$ cat src/rtl/v_writeback_pkg.sv
// Shared constants and types for the vector writeback stage.
//   VWB_VREG_W  : vector register / ALU result width in bits
//   VWB_BEAT_W  : VRF write-port width in bits
//   VWB_DEPTH   : number of buffered results (power of two, >= 2)
//   wb_state_e  : drain FSM encoding (IDLE = 1'b0, WRITE = 1'b1)
package v_writeback_pkg;

   localparam int VWB_VREG_W = 256;
   localparam int VWB_BEAT_W = 64;
   localparam int VWB_DEPTH  = 2;

   typedef enum logic {
      VWB_IDLE  = 1'b0,
      VWB_WRITE = 1'b1
   } wb_state_e;

endpackage

$ cat src/rtl/v_wb_fifo.sv
// Circular buffer of writeback entries ({vd, red, result} packed by the caller).
// Ports:
//   clk, rst         : clock, asynchronous active-low reset
//   i_push / i_wdata : write one entry at the tail (ignored during flush)
//   i_pop            : retire the head entry
//   i_flush          : discard every entry except a started head
//   i_keep_head      : the head has started draining and must survive a flush
//   o_head           : head entry
//   o_count, o_full, o_empty : occupancy
//   o_slot_vld / o_slots     : per-slot valid flags and raw contents (hazard compare)
module v_wb_fifo #(
   parameter int DEPTH = 2,
   parameter int W     = 8,
   parameter int CW    = $clog2(DEPTH) + 1
) (
   input  logic               clk,
   input  logic               rst,
   input  logic               i_push,
   input  logic [W-1:0]       i_wdata,
   input  logic               i_pop,
   input  logic               i_flush,
   input  logic               i_keep_head,
   output logic [W-1:0]       o_head,
   output logic [CW-1:0]      o_count,
   output logic               o_full,
   output logic               o_empty,
   output logic [DEPTH-1:0]   o_slot_vld,
   output logic [DEPTH*W-1:0] o_slots
);

   localparam int PW = $clog2(DEPTH);

   logic [W-1:0]  r_mem [DEPTH];
   logic [PW-1:0] r_wptr;
   logic [PW-1:0] r_rptr;
   logic [CW-1:0] r_count;
   logic [PW-1:0] w_rptr_n;
   logic          w_keep;

   assign w_rptr_n = r_rptr + PW'(i_pop);
   // A head that retires this cycle is gone even if it had started.
   assign w_keep   = i_keep_head && !i_pop;

   always_ff @(posedge clk or negedge rst) begin
      if (!rst) begin
         r_wptr  <= '0;
         r_rptr  <= '0;
         r_count <= '0;
      end else begin
         r_rptr <= w_rptr_n;
         if (i_flush) begin
            r_wptr  <= w_rptr_n + PW'(w_keep);
            r_count <= CW'(w_keep);
         end else begin
            if (i_push) r_wptr <= r_wptr + PW'(1);
            r_count <= r_count + CW'(i_push) - CW'(i_pop);
         end
      end
   end

   // Storage needs no reset: only slots covered by count are ever read as valid.
   always_ff @(posedge clk) begin
      if (i_push && !i_flush) r_mem[r_wptr] <= i_wdata;
   end

   assign o_head  = r_mem[r_rptr];
   assign o_count = r_count;
   assign o_full  = (r_count == CW'(DEPTH));
   assign o_empty = (r_count == '0);

   for (genvar g = 0; g < DEPTH; g++) begin : g_slot
      logic [PW-1:0] w_off;
      // Distance of this slot from the head, modulo DEPTH.
      assign w_off                = PW'(g) - r_rptr;
      assign o_slot_vld[g]        = ({1'b0, w_off} < r_count);
      assign o_slots[g*W +: W]    = r_mem[g];
   end

endmodule

$ cat src/rtl/v_writeback.sv
// Vector writeback stage: buffers full-width ALU results and drains each into
// the VRF as BEATS sequential narrow beats (reductions write beat 0 only).
// Ports:
//   clk, rst                          : clock, asynchronous active-low reset
//   ex_valid_i/ex_ready_o             : result handshake from execute
//   ex_result_i, ex_vd_i, ex_red_i    : result, destination, reduction flag
//   flush_i                           : drop all entries that have not started
//   vrf_wen_o/vrf_ready_i             : beat handshake to the VRF
//   vrf_addr_o, vrf_beat_o, vrf_wdata_o : beat destination, index and data
//   done_o                            : pulse the cycle after an entry's last beat
//   hz_vs1_i, hz_vs2_i, hz_stall_o    : read-after-write hazard check for issue
//   dbg_state_o                       : drain FSM state
// Handshakes: a transfer happens on a rising edge where valid && ready; the
// sender holds its payload stable while valid && !ready, and ready never
// depends on valid on the same interface.
module v_writeback
   import v_writeback_pkg::*;
#(
   parameter int VREG_W = VWB_VREG_W,
   parameter int BEAT_W = VWB_BEAT_W,
   parameter int DEPTH  = VWB_DEPTH
) (
   input  logic              clk,
   input  logic              rst,
   input  logic              ex_valid_i,
   output logic              ex_ready_o,
   input  logic [VREG_W-1:0] ex_result_i,
   input  logic [4:0]        ex_vd_i,
   input  logic              ex_red_i,
   input  logic              flush_i,
   output logic              vrf_wen_o,
   input  logic              vrf_ready_i,
   output logic [4:0]        vrf_addr_o,
   output logic [((VREG_W/BEAT_W) > 1 ? $clog2(VREG_W/BEAT_W) : 1)-1:0] vrf_beat_o,
   output logic [BEAT_W-1:0] vrf_wdata_o,
   output logic              done_o,
   input  logic [4:0]        hz_vs1_i,
   input  logic [4:0]        hz_vs2_i,
   output logic              hz_stall_o,
   output logic              dbg_state_o
);

   localparam int BEATS = VREG_W / BEAT_W;
   localparam int BIW   = (BEATS > 1) ? $clog2(BEATS) : 1;
   localparam int EW    = VREG_W + 6;
   localparam int CW    = $clog2(DEPTH) + 1;

   wb_state_e          r_state;
   wb_state_e          w_state_n;
   logic [BIW-1:0]     r_beat_cnt;
   logic               r_done;

   logic               w_push;
   logic               w_accept;
   logic               w_last;
   logic               w_pop;
   logic               w_keep;
   logic               w_full;
   logic               w_empty;
   logic [CW-1:0]      w_count;
   logic [CW-1:0]      w_count_n;
   logic [EW-1:0]      w_head;
   logic [DEPTH-1:0]   w_slot_vld;
   logic [DEPTH*EW-1:0] w_slots;
   logic [4:0]         w_head_vd;
   logic               w_head_red;
   logic [VREG_W-1:0]  w_head_res;
   logic               w_hz;

   v_wb_fifo #(.DEPTH(DEPTH), .W(EW), .CW(CW)) u_fifo (
      .clk         (clk),
      .rst         (rst),
      .i_push      (w_push),
      .i_wdata     ({ex_vd_i, ex_red_i, ex_result_i}),
      .i_pop       (w_pop),
      .i_flush     (flush_i),
      .i_keep_head (w_keep),
      .o_head      (w_head),
      .o_count     (w_count),
      .o_full      (w_full),
      .o_empty     (w_empty),
      .o_slot_vld  (w_slot_vld),
      .o_slots     (w_slots)
   );

   assign w_head_vd  = w_head[EW-1 -: 5];
   assign w_head_red = w_head[VREG_W];
   assign w_head_res = w_head[VREG_W-1:0];

   assign ex_ready_o = !w_full;
   // A push coinciding with a flush is dropped.
   assign w_push     = ex_valid_i && ex_ready_o && !flush_i;
   assign w_accept   = (r_state == VWB_WRITE) && vrf_ready_i;
   assign w_last     = w_head_red || (r_beat_cnt == BIW'(BEATS - 1));
   assign w_pop      = w_accept && w_last;
   // The head has started once any beat is accepted (now or earlier).
   assign w_keep     = (r_state == VWB_WRITE) && ((r_beat_cnt != '0) || w_accept);

   // Occupancy after this edge; drives the IDLE/WRITE decision.
   always_comb begin
      if (flush_i) w_count_n = (w_keep && !w_pop) ? CW'(1) : '0;
      else         w_count_n = w_count + CW'(w_push) - CW'(w_pop);
   end

   // FSM: state register
   always_ff @(posedge clk or negedge rst) begin
      if (!rst) begin
         r_state    <= VWB_IDLE;
         r_beat_cnt <= '0;
         r_done     <= 1'b0;
      end else begin
         r_state <= w_state_n;
         r_done  <= w_pop;
         if (w_accept) r_beat_cnt <= w_last ? '0 : r_beat_cnt + BIW'(1);
      end
   end

   // FSM: next state
   always_comb begin
      w_state_n = r_state;
      case (r_state)
         VWB_IDLE:  if (w_count_n != '0) w_state_n = VWB_WRITE;
         VWB_WRITE: if (w_count_n == '0) w_state_n = VWB_IDLE;
         default:   w_state_n = VWB_IDLE;
      endcase
   end

   // FSM: outputs
   always_comb begin
      vrf_wen_o   = 1'b0;
      vrf_addr_o  = '0;
      vrf_beat_o  = '0;
      vrf_wdata_o = '0;
      if (r_state == VWB_WRITE && !w_empty) begin
         vrf_wen_o   = 1'b1;
         vrf_addr_o  = w_head_vd;
         vrf_beat_o  = r_beat_cnt;
         vrf_wdata_o = w_head_res[int'(r_beat_cnt)*BEAT_W +: BEAT_W];
      end
   end

   // Hazard: any buffered destination or the destination being pushed now.
   always_comb begin
      w_hz = ex_valid_i && ex_ready_o &&
             ((ex_vd_i == hz_vs1_i) || (ex_vd_i == hz_vs2_i));
      for (int i = 0; i < DEPTH; i++) begin
         if (w_slot_vld[i] &&
             ((w_slots[i*EW + VREG_W + 1 +: 5] == hz_vs1_i) ||
              (w_slots[i*EW + VREG_W + 1 +: 5] == hz_vs2_i)))
            w_hz = 1'b1;
      end
   end

   assign hz_stall_o  = w_hz;
   assign done_o      = r_done;
   assign dbg_state_o = r_state;

endmodule

$ cat config.mk
export PLATFORM = sky130hd
export DESIGN_NAME = v_writeback
export DESIGN_NICKNAME = d
export VERILOG_FILES = /design/src/rtl/v_writeback_pkg.sv /design/src/rtl/v_wb_fifo.sv /design/src/rtl/v_writeback.sv
export SDC_FILE = /design/constraint.sdc
export NUM_CORES = 1
export LEC_CHECK = 0
export ABC_CLOCK_PERIOD_IN_PS = 11850
export CORE_MARGIN = 10
export CORE_UTILIZATION = 50
export CTS_BUF_LIST = sky130_fd_sc_hd__clkbuf_8
export DETAILED_ROUTE_END_ITERATION = 7
export PLACE_DENSITY = 0.79
export SETUP_SLACK_MARGIN = 0.3
export SKIP_CTS_REPAIR_TIMING = 1
export SLEW_MARGIN = 20
export SYNTH_ARGS = -nofsm -noshare
export SYNTH_HDL_FRONTEND = slang
export SYNTH_SLANG_ARGS = --single-unit
$ cat constraint.sdc
create_clock -name clk -period 11.85 [get_ports clk]
set_clock_uncertainty 0.05 [all_clocks]
set_input_delay 2.37 -clock clk [delete_from_list [all_inputs] [get_ports clk]]
set_output_delay 2.37 -clock clk [all_outputs]
set_load 0.005 [all_outputs]
==> run metrics <==
Worst Path Max Fanout=48; Synth area leader=edfxtp_1; Unique masters post-synth=33; GR Overflow Total=0; top-area cell type share of the netlist area=75.3%; Flop pwr share=46.5%; ANT nets after route=0; CTS tree=yes; initial DRC count=1088; initial core utilization=50.9%; critical path data arrival time=4.27 ns; status=completed; Switching Share=28.6%; Avg Cell Area, Syn=20.9 um^2; initial antenna violation count=11; via count=11000; pwr dens=199 nW/um^2; #FFs+latches synth=532; worst slew pin tran=1.06 ns; Filler cells=2819; Rel. slew slack=29.4%; Pwr Total=5.25 mW; RSZ-0062 raised after global routing=false; Post-Layout Cell Count=2003; final setup vio count=0; final core occ=64.0%; count of final hold-check violations=0; NetSw=1.50 mW; first-pass GRT wire length=72.5 mm; largest net degree at the start of global routing=173; Root Driver=clkbuf_8; die area=50400 um^2; min Tclk post-route=6.69 ns; hpwl dp=30.8 mm; share of cells above drive strength 1=20.5%; Die W=224 um; ratio of final minimum period to clock period=56.4%; combinational share of power=27.1%; # port buffers=352; Post-Place Cells=1849; clk slew on worst S/H paths=0.05 ns; Max Freq=150 MHz; Max Cap Violations=0; GRT Total Usage=18.9%; Max clock buf depth=3; Vias/cell=5.51; Skew-Pair Late Insertion Delay=0.62 ns; Synth Cell Area=20900 um^2; register area share after synthesis=76.2%; cell row count=74; RD Place Congestion=0.819; Slew Viols, Final=0; VDD IR max=127 uV; DRC viols=0; Chip Height=224 um; I/O pins=353; Post-synth ARST share=1.50%; H-tree Lvls=3; Synthesized Nets=1281; Syn-to-layout area delta=25.9%; synth warn=0; R2R depth=6; CTS Buf Count=85; most numerous cell in the Yosys netlist=edfxtp_1; Leak=8.59 nW; final WL=47.7 mm; Hold WS=0.539 ns; WS Path Type=reg -> out; core area=41100 um^2; HP Class=reg -> reg; clk sinks=532; kind of end point of the critical path=primary output; Int Power=3.74 mW; vias in the first global route=12100; Clock Power Share=26.4%; Post-Synthesis Cells=1000; EDFF count, synth=524; Nets=1685; synth cell count leaders=524 x edfxtp_1, 136 x nand2_1, 128 x mux4_2; Hold Path Stages=3; Avg WL per Cell=23.8 um; critical path data required time=9.43 ns; Synth area leaders=edfxtp_1 75%, mux4_2 14%, nand2_1 2.4%, a21oi_2 2.0%, buf_12 1.2%; CP Launch Type=flop; Pre-antenna DRT Iters=5; Synth Flop Type=edfxtp_1
## metal layers
layer	part of all wire, %	GRT usage [%]
met4	1.8	5.75
met1	40	23.4
met3	8.2	6.01
met2	50	31.3
met5	0.14	0
## state kept, by name, indices dropped and copies added (netlist names)
signal and count:
dbg_state_o 1, done_o 1, r_beat_cnt 2, u_fifo.o_count 2, u_fifo.r_mem 524, u_fifo.r_rptr 1
u_fifo.r_wptr 1
## cell families (layout without fill, tap and decap cells)
logic type	Yosys count	after routing	share of synthesized area (%)
flops	532	532	76.2
simple gates	161	161	3.02
mux	133	133	14.0
compound gates	78	78	2.84
buf+inv	57	522	2.19
xor+xnor	35	35	1.47
fa+ha+maj	4	4	0.239
other cells	0	6	0
## critical path, cell delays in order, from the launching register on
cell,delay (ns)
dfrtp_4,0.78
buf_4,0.59
buf_4,0.86
mux4_2,0.60
nand2_1,0.13
a21oi_1,0.08
clkdlybuf4s50_1,0.54
## layout make-up
type | instances | area (um^2) | share of cell area, %
diodes | 6 | 15.0 | 0.0570
clock buffers | 87 | 1200 | 4.55
clock inverters | 61 | 287 | 1.09
multi-input cells | 411 | 4540 | 17.2
inverters | 7 | 26.3 | 0.0998
flip-flops and latches | 532 | 15900 | 60.6
well taps | 532 | 666 | 2.53
repair buffers | 367 | 3650 | 13.9
## cells in the final DEF (no fill, tap or decap), types with 2 or more instances in the layout
cell	synthesis	routed
a21oi_1	18	18
a21oi_2	48	48
a31oi_1	3	3
buf_4	1	14
clkbuf_8	0	87
clkdlybuf4s50_1	0	352
clkinv_1	0	22
clkinv_2	0	8
clkinvlp_4	0	3
dfrtp_1	8	5
dfrtp_4	0	2
diode_2	0	6
edfxtp_1	524	524
ha_1	4	4
inv_1	7	31
inv_6	0	2
mux2i_1	5	5
mux4_2	128	128
nand2_1	136	136
nor2_1	12	10
nor2_4	0	2
nor2b_1	2	2
nor3_1	4	4
nor4_1	2	2
o2111ai_1	2	2
o21ai_0	2	2
xnor2_1	18	18
xor2_1	17	17
## through the flow
stage	instance area, um^2	setup WS [ns]	TNS, ns
6_report	26300	5.16	0
5_1_grt	26300	4.73	0
4_1_cts	26300	4.97	0
3_5_place_dp	24800	5.28	0
3_3_place_gp	24800	5.27	0
2_1_floorplan	20900	-2.71	-1419.09
## power by group through the flow
stage	clock (mW)	combinational (mW)	sequential [mW]
after CTS	1.43	1.45	2.44
after global routing	1.52	1.54	2.46
final	1.38	1.42	2.44
after global placement	0	1.43	2.46
after detailed placement	0	1.45	2.48
after floorplan	0	1.08	2.53
## path summary, 6_finish.rpt
| path | startpoint | end | slack, ns |
|---|---|---|---|
| min reg2reg | u_fifo.r_mem[1][256]$_DFFE_PP_ | r_beat_cnt[1]$_DFFE_PN0P_ | 0.54 |
| min | u_fifo.r_mem[1][256]$_DFFE_PP_ | r_beat_cnt[1]$_DFFE_PN0P_ | 0.54 |
| max in group asynchronous | rst | r_beat_cnt[0]$_DFFE_PN0P_ | 9.46 |
| min in group asynchronous | rst | u_fifo.o_count[1]$_DFF_PN0_ | 1.98 |
| max reg2reg | u_fifo.o_count[1]$_DFF_PN0_ | u_fifo.r_mem[0][237]$_DFFE_PP_ | 7.90 |
| max | u_fifo.r_rptr$_DFF_PN0_ | vrf_wdata_o[2] | 5.16 |
No activity file was read; power rests on OpenSTA's default activity.
